`src/rtl/uart_tx_fsm.sv`:
```
// uart_tx_fsm
// UART transmit framer. Takes a parallel word through a start/busy handshake
// and serialises it as: start bit, data LSB-first, optional parity bit, then
// one or two stop bits. The framer owns the baud generator enable (baud_en)
// for the whole frame and advances exactly one bit per baud_tick.
//
// Handshake: a word is accepted on any rising clk edge where tx_start=1 and
// tx_busy=0. From that edge until tx_done, tx_start and tx_data are ignored
// and the latched word is never modified. tx_done is a one-cycle pulse on the
// cycle after the last stop bit's tick; tx_busy is already low in that cycle,
// so a request held high there starts the next frame with no idle bit on tx.
//
// Every output comes straight from a flop, so tx is glitch-free at the pin.

module uart_tx_fsm #(
    parameter int DATA_BITS = 8,  // 5..9
    parameter int PARITY    = 0,  // 0 = none, 1 = odd, 2 = even
    parameter int STOP_BITS = 1   // 1 or 2
) (
    input  logic                 clk,
    input  logic                 rst,
    input  logic                 tx_start,
    input  logic [DATA_BITS-1:0] tx_data,
    input  logic                 baud_tick,
    output logic                 baud_en,
    output logic                 tx,
    output logic                 tx_busy,
    output logic                 tx_done
);

    // Frame phases. Any other encoding is treated as IDLE.
    localparam logic [2:0] ST_IDLE   = 3'd0;
    localparam logic [2:0] ST_START  = 3'd1;
    localparam logic [2:0] ST_DATA   = 3'd2;
    localparam logic [2:0] ST_PARITY = 3'd3;
    localparam logic [2:0] ST_STOP   = 3'd4;

    // Index of the last data bit and of the last stop bit.
    localparam logic [3:0] LAST_BIT   = 4'(DATA_BITS - 1);
    localparam logic       LAST_STOP  = 1'(STOP_BITS - 1);
    localparam logic       HAS_PARITY = (PARITY != 0);
    localparam logic       ODD_PARITY = (PARITY == 1);

    // Registered state.
    logic [2:0]           state_q,    state_d;
    logic [DATA_BITS-1:0] data_q,     data_d;     // word as accepted, for parity
    logic [DATA_BITS-1:0] shift_q,    shift_d;    // bit 0 is the next data bit out
    logic [3:0]           bit_cnt_q,  bit_cnt_d;  // data bit currently on tx
    logic                 stop_cnt_q, stop_cnt_d; // stop bit currently on tx
    logic                 tx_q,       tx_d;
    logic                 baud_en_q,  baud_en_d;
    logic                 busy_q,     busy_d;
    logic                 done_q,     done_d;

    logic                 parity_bit;

    // Parity bit for the latched word: even parity sends the XOR of the data
    // so the total count of ones is even; odd parity sends its complement.
    always_comb begin
        parity_bit = ^data_q;
        if (ODD_PARITY) begin
            parity_bit = ~(^data_q);
        end
    end

    // Next-state and next-output logic for the frame sequencer.
    always_comb begin
        state_d    = state_q;
        data_d     = data_q;
        shift_d    = shift_q;
        bit_cnt_d  = bit_cnt_q;
        stop_cnt_d = stop_cnt_q;
        tx_d       = tx_q;
        baud_en_d  = baud_en_q;
        busy_d     = busy_q;
        done_d     = 1'b0;

        case (state_q)
            ST_IDLE: begin
                // Line idles high and the generator is stopped; ticks are ignored.
                tx_d      = 1'b1;
                baud_en_d = 1'b0;
                busy_d    = 1'b0;
                if (tx_start && !busy_q) begin
                    data_d     = tx_data;
                    shift_d    = tx_data;
                    bit_cnt_d  = 4'd0;
                    stop_cnt_d = 1'b0;
                    tx_d       = 1'b0;  // start bit begins on the accept edge
                    baud_en_d  = 1'b1;
                    busy_d     = 1'b1;
                    state_d    = ST_START;
                end
            end

            ST_START: begin
                if (baud_tick) begin
                    tx_d      = shift_q[0];
                    shift_d   = shift_q >> 1;
                    bit_cnt_d = 4'd0;
                    state_d   = ST_DATA;
                end
            end

            ST_DATA: begin
                if (baud_tick) begin
                    if (bit_cnt_q == LAST_BIT) begin
                        if (HAS_PARITY) begin
                            tx_d    = parity_bit;
                            state_d = ST_PARITY;
                        end else begin
                            tx_d       = 1'b1;
                            stop_cnt_d = 1'b0;
                            state_d    = ST_STOP;
                        end
                    end else begin
                        tx_d      = shift_q[0];
                        shift_d   = shift_q >> 1;
                        bit_cnt_d = bit_cnt_q + 4'd1;
                    end
                end
            end

            ST_PARITY: begin
                if (baud_tick) begin
                    tx_d       = 1'b1;
                    stop_cnt_d = 1'b0;
                    state_d    = ST_STOP;
                end
            end

            ST_STOP: begin
                tx_d = 1'b1;
                if (baud_tick) begin
                    if (stop_cnt_q == LAST_STOP) begin
                        // Frame complete: release the generator and the handshake.
                        baud_en_d = 1'b0;
                        busy_d    = 1'b0;
                        done_d    = 1'b1;
                        state_d   = ST_IDLE;
                    end else begin
                        stop_cnt_d = stop_cnt_q + 1'b1;
                    end
                end
            end

            default: begin
                // Unreachable encodings recover to a quiet idle line.
                tx_d       = 1'b1;
                baud_en_d  = 1'b0;
                busy_d     = 1'b0;
                bit_cnt_d  = 4'd0;
                stop_cnt_d = 1'b0;
                state_d    = ST_IDLE;
            end
        endcase
    end

    // State and output registers; reset abandons any frame and idles the line.
    always_ff @(posedge clk or posedge rst) begin
        if (rst) begin
            state_q    <= ST_IDLE;
            data_q     <= '0;
            shift_q    <= '0;
            bit_cnt_q  <= 4'd0;
            stop_cnt_q <= 1'b0;
            tx_q       <= 1'b1;
            baud_en_q  <= 1'b0;
            busy_q     <= 1'b0;
            done_q     <= 1'b0;
        end else begin
            state_q    <= state_d;
            data_q     <= data_d;
            shift_q    <= shift_d;
            bit_cnt_q  <= bit_cnt_d;
            stop_cnt_q <= stop_cnt_d;
            tx_q       <= tx_d;
            baud_en_q  <= baud_en_d;
            busy_q     <= busy_d;
            done_q     <= done_d;
        end
    end

    assign tx      = tx_q;
    assign baud_en = baud_en_q;
    assign tx_busy = busy_q;
    assign tx_done = done_q;

endmodule

```
`config.mk`:
```
export PLATFORM = sky130hd
export DESIGN_NAME = uart_tx_fsm
export DESIGN_NICKNAME = d
export VERILOG_FILES = /design/src/rtl/uart_tx_fsm.sv
export SDC_FILE = /design/constraint.sdc
export NUM_CORES = 1
export LEC_CHECK = 0
export CORE_AREA = 2 2 58 60
export DETAILED_ROUTE_END_ITERATION = 7
export DIE_AREA = 0 0 60 62
export GPL_ROUTABILITY_DRIVEN = 0
export GPL_TIMING_DRIVEN = 0
export MAX_ROUTING_LAYER = met4
export PLACE_DENSITY = 0.51
export SYNTH_ARGS = -nofsm -noshare
export SYNTH_HDL_FRONTEND = slang
export SYNTH_SLANG_ARGS = --single-unit
```
`constraint.sdc`:
```
create_clock -name clk -period 2.85 [get_ports clk]
set_input_delay 0.855 -clock clk [delete_from_list [all_inputs] [get_ports clk]]
set_output_delay 0.855 -clock clk [all_outputs]
set_load 0.03 [all_outputs]
```
Word-level counts from Yosys, hierarchy flattened --
Cells that the tools add are included.
Word-level totals: logic and storage cells 75, bits in registers 19, output and inout bits 4, input port bits 12
Operators by class: bitwise logic cells 3, mux-type cells 38, reduce and logical (&&, ||, !) cells 12, equal/unequal tests 13, $add $sub $neg 2
Operators by type and width (number):
- 8-bit 2-to-1 mux | 4
- 8-bit case mux with 3 select lines | 1
- 3-bit 2-to-1 mux | 7
- 1-bit 2-to-1 mux | 17
- 4-bit 2-to-1 mux | 4
- 2-bit inequality test, second input constant | 8
- 4-bit case mux with 4 select lines | 1
- 3-bit case mux with 5 select lines | 1
- 5-bit AND reduction | 2
- 7-bit AND reduction | 1
- 3-bit by 2-bit == test with 1-bit output, second input constant | 2
- 3-bit AND reduction | 2
- 6-bit AND reduction | 1
- 1-bit case mux with 5 select lines | 1
- 4-bit by 1-bit adder with 4-bit output, second input constant | 1
- 4-bit by 3-bit == test with 1-bit output, second input constant | 1
- 1-bit case mux with 4 select lines | 1
- 3-bit by 1-bit == test with 1-bit output, second input constant | 1
- 3-bit == test, second input constant | 1
- 3-bit logical NOT | 1
- 1-bit NOT | 3
- 1-bit case mux with 3 select lines | 1
- 3-bit nonzero test | 1
- 3-bit OR reduction | 1
- other kinds (4) | 4

Longest topological paths before layout --
depth after elaboration 4, depth in mapped cells 5, gate-level depth less buffers 5

Worst setup path before layout --
Ideal clock, no wire load.
kind input -> register, from input tx_start, to register shift_q[0], required time 2725 ps, setup slack 689 ps, stages 4, arrival time 2037 ps, path buffers 0, cell sequence or2b_1 a221oi_2 a21boi_4 mux2_2
Between the ends: longest elaborated chain between the ends 3
RTL lines:
- from (decl) | RTL line 22 | input logic tx_start,
- 1-bit logical AND | RTL line 84 | if (tx_start && !busy_q) begin
- 2-bit inequality test (no source line)
- 5-bit AND reduction (no source line)
- to (signal assigned) | RTL line 174 | shift_q <= shift_d;
- to (decl) | RTL line 47 | logic [DATA_BITS-1:0] shift_q, shift_d;
No other way between the ends. A chain may end at the register's enable or synchronous reset.

Worst setup path after layout --
from input tx_start, to register shift_q[1]
The elaborated chain is that of the path after synthesis.

==> out/qor_table.md <==
| Item | Reported | Unit |
| --- | --- | --- |
| Run status | complete, no violations | - |
| Stages on worst setup path | 5 | - |
| Commonest non-fill, non-tap cell in the layout | dfrtp_1 | - |
| Cell area after synthesis | 1020 | um2 |
| Port bufs | 14 | - |
| Pin count of the biggest net entering global routing | 19 | - |
| Count of nets left with antenna violations after detail routing | 0 | - |
| Wire length of the first global-routing pass | 3.33 | mm |
| Nets | 123 | - |
| Postcts setup bufs | 0 | - |
| CP bufs+invs | 1 | - |
| FP Rows | 21 | - |
| Highest-count cells in the layout ignoring fill and taps | 17 x dfrtp_1, 14 x mux2_2, 14 x clkdlybuf4s50_1, 7 x o21ai_0, 6 x nor2_1 | - |
| Reg2Reg Setup Slack | 0.74 | ns |
| Setup Skew | 0.00993 | ns |
| Clock latency on the worst-skew pair | 0.30 | ns |
| Final number of hold-violating endpoints | 0 | - |
| Detailed-route DRC error count | 0 | - |
| Vias | 723 | - |
| # hold bufs at CTS | 0 | - |
| Number of global-route vias before repair | 734 | - |
| Mean instance size in the synthesized netlist | 11.2 | um2 |
| Leakage Power | 0.539 | nW |
| Net switching power | 0.000483 | W |
| HPWL after detailed placement | 1.37 | mm |
| Clock Power Share | 0.121 | - |
| Antenna violations before repair | 0 | - |
| CP Data Arrival Time | 2.69 | ns |
| CTS sink cnt | 18 | - |
| I/O pin total | 16 | - |
| Max-cap check violation count | 0 | - |
| Worst EP required | 3.03 | ns |
| Worst path max stage delay | 0.46 | ns |
| Warnings from Yosys | 0 | - |
| Core area | 3180 | um2 |
| Switching portion of total power | 0.362 | - |
| Final Critical Period | 2.50 | ns |
| H-tree depth | 1 | - |
| WL final | 1.89 | mm |
| Worst R2R Start | bit_cnt_q[0] | - |
| Proportion of power drawn by combinational gates | 0.560 | - |
| Yosys reg bits | 18 | - |
| Resized Gates After CTS | 0 | - |
| Cell chosen for the clock root | clkbuf_4 | - |
| Critical path's top delay family | compound AO/OA/AOI/OAI gates | - |
| Share of power burned in registers | 0.320 | - |
| Crit-path slowest cell | clkdlybuf4s50_1 | - |
| Critical setup path kind | in2reg | - |
| Ordered cell list for the critical path | clkdlybuf4s50_1, or2b_1, a221oi_2, a21boi_4, mux2_2 | - |
| Cell Count Post-Placement | 151 | - |
| Maximum clock frequency | 400 | MHz |
| Number of distinct library cells after synthesis | 39 | - |
| Signed area change from the synthesized netlist to the final layout | 22.9 | % |
| Synthesized instance count | 91 | - |
| PD cells | 1060 | nW/um2 |
| Slew at the pin closest to its max-slew limit | 0.716 | ns |
| Capturing point of the worst reg2reg path | shift_q[1] | - |
| Fraction of the cycle the final worst path needs | 0.878 | - |
| Starting Density | 0.322 | - |
| First-pass detailed-route iteration total | 4 | - |
| Overall routing resource usage | 0.125 | - |
| Die footprint | 3720 | um2 |
| Classification of the worst-slack hold path | reg2reg | - |
| Synthesized net count | 104 | - |
| Fin cells | 155 | - |
| Die boundary width | 60 | um |
| GR Overflow Total | 0 | - |
| Peak VDD IR | 0.407 | mV |
| Share of post-route cells with drive strength above 1 | 0.312 | - |
| Clock transition at the registers of the reported paths | 0.10 | ns |
| Cell Int Power | 0.000851 | W |
| Initial DRC Count | 13 | - |
| Die Y-Extent | 62 | um |
| Routed wire per std cell | 12.2 | um |
| Clock buffer count from CTS | 3 | - |
| Maximum fanout along the worst path | 8 | - |
| TNS Setup | 0 | ns |
| Pins Over Slew Limit | 0 | - |
| Worst setup startpoint | tx_start | - |
| Ratio of routed vias to standard cells | 4.66 | - |
| Rel. slew slack | 0.522 | - |
| Antenna cells | 0 | - |
| Clock tree from TritonCTS | done | - |
| Startpoint types | input pin | - |
| RSZ-0062 raised after global routing | false | - |
| Depth of the worst register-to-register path | 5 | - |
| Critical Path Sink | shift_q[1] | - |
| Share of the yosys chip area belonging to registers | 0.442 | - |
| Clock Tree Buf Depth | 2 | - |
| Final setup viols | 0 | - |
| Critical path endpoint category | flop | - |
==> stage by stage <==
step | hold slack, ns | utilization | instance area [um2] | total power (W) | setup WS (ns)
floorplan | 0.456 | - | 1020 | 0.00103 | 0.689
global placement | 0.481 | 0.384 | 1220 | 0.00118 | 0.0476
detailed placement | 0.480 | 0.384 | 1220 | 0.00119 | 0.0391
CTS | 0.496 | 0.395 | 1260 | 0.00135 | 0.366
global route | 0.511 | 0.395 | 1260 | 0.00145 | 0.321
finish | 0.493 | 0.395 | 1260 | 0.00133 | 0.347
==> metal layers <==
| layer | share of wire | wire (um) | GRT usage |
|---|---|---|---|
| met1 | 0.48 | 908 | 0.157 |
| met2 | 0.48 | 911 | 0.196 |
| met3 | 0.024 | 46 | 0.0186 |
| met4 | 0.010 | 19 | 0.0667 |
| met5 | 0 | 0 | - |
==> how the worst min path moves through the flow <==
| stage | from | to | slack, ns | cells after the start |
|---|---|---|---|---|
| floorplan | bit_cnt_q[3] | bit_cnt_q[3] | 0.46 | 1 |
| global placement | bit_cnt_q[3] | bit_cnt_q[3] | 0.48 | 1 |
| detailed placement | bit_cnt_q[3] | bit_cnt_q[3] | 0.48 | 1 |
| CTS | bit_cnt_q[3] | bit_cnt_q[3] | 0.50 | 1 |
| global route | bit_cnt_q[3] | bit_cnt_q[3] | 0.51 | 1 |
| finish | bit_cnt_q[3] | bit_cnt_q[3] | 0.49 | 1 |
==> sequential cells by signal, summed over array words and instances, names as in the netlist <==
| register | flops |
|---|---|
| tx | 1 |
| tx_done | 1 |
| shift_q | 8 |
| state_q | 3 |
| bit_cnt_q | 4 |
| tx_busy | 1 |
==> cell usage after synthesis (all sizes together) <==
cell type	number	area [um2]
dfrtp	17	425
mux2	14	158
nor2	7	28.8
o21ai	7	35.0
inv	4	15.0
a21boi	3	33.8
a21o	3	25.0
buf	3	30.0
nand2	3	11.3
a21oi	2	10.0
and2b	2	16.3
clkbuf	2	18.8
nand3	2	10.0
nand3b	2	15.0
nor3b	2	15.0
a221oi	1	15.0
a2bb2oi	1	8.76
a31oi	1	6.26
and3b	1	10.0
dfstp	1	26.3
ha	1	12.5
mux2i	1	10.0
nand2b	1	6.26
nor3	1	5.00
nor4	1	6.26
o221ai	1	8.76
o22ai	1	6.26
o41ai	1	8.76
or2	1	6.26
or2b	1	7.51
or4b	1	10.0
or4bb	1	12.5
xnor2	1	8.76
==> worst reg2reg max path: cells and delay by family, from the launching register on <==
family | cells | cell delay (ns)
AND/OR/NAND/NOR | 1 | 0.25
AO/OA/AOI/OAI | 2 | 0.71
adder cells (fa/ha/maj) | 1 | 0.25
flip-flops | 1 | 0.42
multiplexers | 1 | 0.37
==> layout make-up <==
type,count,area [um2]
Buffer,5,48.8
Clock buffer,4,36.3
Fill cell,318,1920
Inverter,4,15.0
Multi-Input combinational cell,64,507
Sequential cell,18,452
Tap cell,46,57.6
Timing Repair Buffer,14,140
==> logic make-up after synthesis <==
| group | Yosys count | synth area share |
|---|---|---|
| flip-flops | 18 | 0.442 |
| multiplexers | 15 | 0.164 |
| adder cells (fa/ha/maj) | 1 | 0.0122 |
| AO/OA/AOI/OAI | 21 | 0.154 |
| buffers and inverters | 9 | 0.0624 |
| XOR/XNOR | 1 | 0.00857 |
| AND/OR/NAND/NOR | 26 | 0.157 |
==> power by group through the flow <==
stage / clock, W / combinational (W) / sequential (W)
after floorplan: 0 / 0.000581 / 0.000446
after global placement: 0 / 0.000746 / 0.000429
after detailed placement: 0 / 0.000755 / 0.000431
after CTS: 0.000171 / 0.000755 / 0.000426
after global routing: 0.000185 / 0.000821 / 0.000443
final: 0.000161 / 0.000747 / 0.000426
(Power assumes the default switching activity.)
==> RTL edit 1 (same settings) <==
`DATA_BITS`: 8 -> 9.
--- a/src/rtl/uart_tx_fsm.sv
+++ b/src/rtl/uart_tx_fsm.sv
@@ -14,5 +14,5 @@
 
 module uart_tx_fsm #(
-    parameter int DATA_BITS = 8,  // 5..9
+    parameter int DATA_BITS = 9,  // 5..9
     parameter int PARITY    = 0,  // 0 = none, 1 = odd, 2 = even
     parameter int STOP_BITS = 1   // 1 or 2
Ports: changed (resized tx_data); port bits go from 16 to 17. No check against the original RTL was run, so the function may have changed too.
==> RTL edit 1 against the original RTL <==
  * Sequential cell count rose by 1
  * Worst setup slack improved by 0.093 ns
  * Routed wire length rose by 1.5%
  * Synthesized area rose by 6.9%
  * Fmax rose by 3.8%
  * First-iteration DRC count fell by 38%
  * Final area rose by 6.5%
  * Non-clock buffer count rose by 2
  * Cell count rose by 1.9%
  * Clock power fell by 14%
  * Highest routed layer unchanged
  * Total power rose by 7.6%
==> RTL edit 1: results (changes against the original RTL) <==
[status]
outcome = finished clean  ; unchanged

[critical_path]
worst_path_largest_cell_delay_ns = 0.64  ; was 0.46 ns
cp_max_fo = 9  ; was 8
worst_ep_arrival_time_ns = 2.60  ; was 2.69 ns
rrSetupSlack_ns = 0.94  ; was 0.74 ns

[pwr]
leakage_nw = 0.592  ; was 0.539 nW
p_switching_mw = 0.518  ; was 0.483 mW
irDropWorstVdd_mv = 0.483  ; was 0.407 mV
power.density_nw_per_um2 = 1070  ; was 1060 nW/um2

[cells_and_area]
nFillCells = 319  ; was 318
nNetsFinal = 128  ; was 123
n_all_inverters = 4  ; unchanged
top_regs = shift_q x9, bit_cnt_q x4, state_q x3  ; was shift_q x8, bit_cnt_q x4, state_q x3
seq_area_um2 = 477  ; was 452 um2
fin_cells = 158  ; was 155
multiInputGateArea_um2 = 564  ; was 507 um2
nonClkBufAreaFrac_pct = 14.7  ; was 15.0%
insertedDiodeCount = 0  ; unchanged
nNonClkBuffers = 21  ; was 19
clk_share_pct = 2.06  ; was 2.89%

[global_routing]
grt_usage_pct = 12.1  ; was 12.5%
grt_pass1_vias = 738  ; was 734
grt_pass1_wl_um = 3220  ; was 3330 um
grt_max_degree = 20  ; was 19

[cts]
clockRootBuffer = clkbuf_4  ; unchanged
cts-resized-gates = 0  ; unchanged

[synth]
synth_commonest_cells = dfrtp_1 (18), mux2_2 (8), mux2_4 (8)  ; was dfrtp_1 (17), mux2_2 (14), o21ai_0 (7)
synth_area_leaders = dfrtp_1 (41%), mux2_4 (11%), mux2_2 (8.2%)  ; was dfrtp_1 (42%), mux2_2 (15%), o21ai_0 (3.4%)
yosys_warnings = 0  ; unchanged
syn_avg_cell_area_um2 = 11.9  ; was 11.2 um2
synth_nets = 107  ; was 104
synth.distinct_cells = 34  ; was 39
ys_ff_latch = 19  ; was 18
yosysSeqAreaShare_pct = 43.6  ; was 44.2%

[sta]
skew_ns = 0.00450  ; was 0.00993 ns
whs_ns = 0.514  ; was 0.493 ns
tightestPinTransition_ns = 0.746  ; was 0.716 ns

[placed_design]
dpl.hpwl_um = 1310  ; was 1370 um
pre_cts_slack_ns = 0.115  ; was 0.0391 ns
portBuffers = 16  ; was 14
place_area_um2 = 1310  ; was 1220 um2
place_inst = 154  ; was 151

[routing]
drtPass1Iterations = 2  ; was 4
wl_um = 1910  ; was 1890 um
drtIter0Drc = 8  ; was 13
vias_per_cell = 4.66  ; about the same

[hold_path]
hp-class = reg2reg  ; unchanged

==> RTL edit 1: cell types whose count changed after synthesis, sizes merged, moves of 3 or more <==
cell and delta:
a21boi -3, nor2 -3, o21ai -3, a21o -3
==> RTL edit 1: cell families (layout without fill, tap and decap cells) <==
group	Yosys count	in the layout	synth area share (%)
adder cells (fa/ha/maj)	2	2	2.29
multiplexers	18	18	21.1
XOR/XNOR	1	1	1.49
AO/OA/AOI/OAI	15	15	8.59
buffers and inverters	9	29	4.70
flip-flops	19	19	43.6
AND/OR/NAND/NOR	28	28	18.2
==> RTL edit 1: power by group through the flow <==
stage                     clock (mW)  sequential (mW)  combinational [mW]
after floorplan                    0            0.467               0.679
after global placement             0            0.452               0.852
after detailed placement           0            0.453               0.850
after CTS                      0.150            0.449               0.859
after global routing           0.158            0.461               0.926
final                          0.139            0.448               0.849
==> RTL edit 1: path summary, 6_finish.rpt <==
kind                                          start                      to  depth (start not counted)
setup reg to reg           bit_cnt_q[0]$_DFFE_PP0P_  shift_q[5]$_DFFE_PP0P_                          7
min in group asynchronous                       rst  state_q[2]$_DFFE_PP0P_                          2
setup / recovery                          baud_tick  shift_q[5]$_DFFE_PP0P_                          6
hold reg to reg              shift_q[6]$_DFFE_PP0P_  shift_q[6]$_DFFE_PP0P_                          1
hold / removal               shift_q[6]$_DFFE_PP0P_  shift_q[6]$_DFFE_PP0P_                          1
max in group asynchronous                       rst       tx_done$_DFF_PP0_                          2
==> RTL edit 1: worst max-delay path: cells and delay by family <==
kind	cells	cell delay, ns
buf+inv	2	0.81
mux	1	0.31
simple gates	3	0.62
==> RTL edit 1: routing by layer <==
metal	track usage [%]	vias up	share of wire [%]
met5	-	-	0
met4	3.81	0	0.94
met3	4.55	2	5.4
met2	18.8	16	43
met1	14.7	350	50
li1	-	368	-
==> RTL edit 2 (config.mk and constraints unchanged) <==
Without the edit above. Put one more register stage on the output `tx`, with the module's reset. The value now appears one clock later. The other outputs are not delayed to match.
--- a/src/rtl/uart_tx_fsm.sv
+++ b/src/rtl/uart_tx_fsm.sv
@@ -182,5 +182,11 @@
     end
 
-    assign tx      = tx_q;
+    always_ff @(posedge clk or posedge rst) begin
+        if (rst) begin
+            tx <= '0;
+        end else begin
+            tx <= tx_q;
+        end
+    end
     assign baud_en = baud_en_q;
     assign tx_busy = busy_q;
Behaviour: not the same (Yosys sat finds a counterexample within 4 cycles, from zero or initial values and one cycle with rst high).
==> RTL edit 2 against the original RTL <==
  * Total power up 7.6%
  * Worst setup slack better by 0.11 ns
  * Sequential cell count increased by 1
  * Routed wire length is 11% higher
  * Largest power group unchanged
  * Synthesized area increased by 5.1%
  * Highest routed layer unchanged
  * Combinational power increased by 10%
  * Final area rose by 4.3%
==> RTL edit 2: results (changes against the original RTL) <==
[critical_path]
rrSetupSlack_ns = 1.04  ; was 0.74 ns
crit_start = tx_busy$_DFFE_PP0P_  ; was tx_start
reg2regPathDepth = 6  ; was 5
r2r_end = shift_q[6]$_DFFE_PP0P_  ; was shift_q[1]$_DFFE_PP0P_
worst_ep_arrival_time_ns = 1.54  ; was 2.69 ns

[synth]
ys_ff_latch = 19  ; was 18
synth_nets = 106  ; was 104
netlist_instances = 93  ; was 91

[global_routing]
grt_pass1_wl_um = 3380  ; was 3330 um
grt_usage_pct = 12.8  ; was 12.5%
grt_pass1_vias = 739  ; was 734

[routing]
wl_um = 2090  ; was 1890 um
drt-met1-wl_um = 979  ; was 908 um
dr_wl_met3_um = 64  ; was 46 um

[sta]
min_period_over_period_pct = 83.9  ; was 87.8%
skew_ns = 0.00736  ; was 0.00993 ns
slew_headroom_pct = 51.4  ; was 52.2%

[pwr]
p_clk_mw = 0.138  ; was 0.161 mW

[cells_and_area]
drive_gt1_share_pct = 22.3  ; was 31.2%
nFillCells = 320  ; was 318
seq_share_pct = 36.4  ; was 36.0%
nNetsFinal = 126  ; was 123

[hold_path]
min_path_cells = 0  ; was 1

[placed_design]
portBuffers = 15  ; was 14

[status]
outcome = finished clean  ; unchanged

-- RTL edit 2: worst max-delay path: stages (launching register included) --
cell and delay [ns]:
dfrtp_1 0.44, buf_4 0.13, clkdlybuf4s50_1 0.66
-- RTL edit 2: through the flow --
stage                     setup WS, ns  hold WS [ns]  total power [mW]  util [%]
after floorplan                  0.974         0.389              1.13         -
after global placement           0.387         0.393              1.29      40.3
after detailed placement         0.385         0.395              1.31      40.3
after CTS                        0.424         0.413              1.46      41.2
after global routing             0.338         0.419              1.55      41.2
final                            0.458         0.412              1.43      41.2
-- RTL edit 2: metal layers --
layer	up-vias	global-route usage [%]
met5	-	-
met4	0	5.71
met3	4	2.48
met2	11	21.1
met1	381	15.2
li1	377	-
-- RTL edit 2: cells by family after synthesis --
family | after synthesis | share of synthesized area, %
compound gates | 23 | 15.0
xor+xnor | 1 | 0.815
fa+ha+maj | 1 | 1.16
buf+inv | 11 | 5.35
flops | 19 | 44.4
mux | 16 | 19.4
simple gates | 22 | 13.9
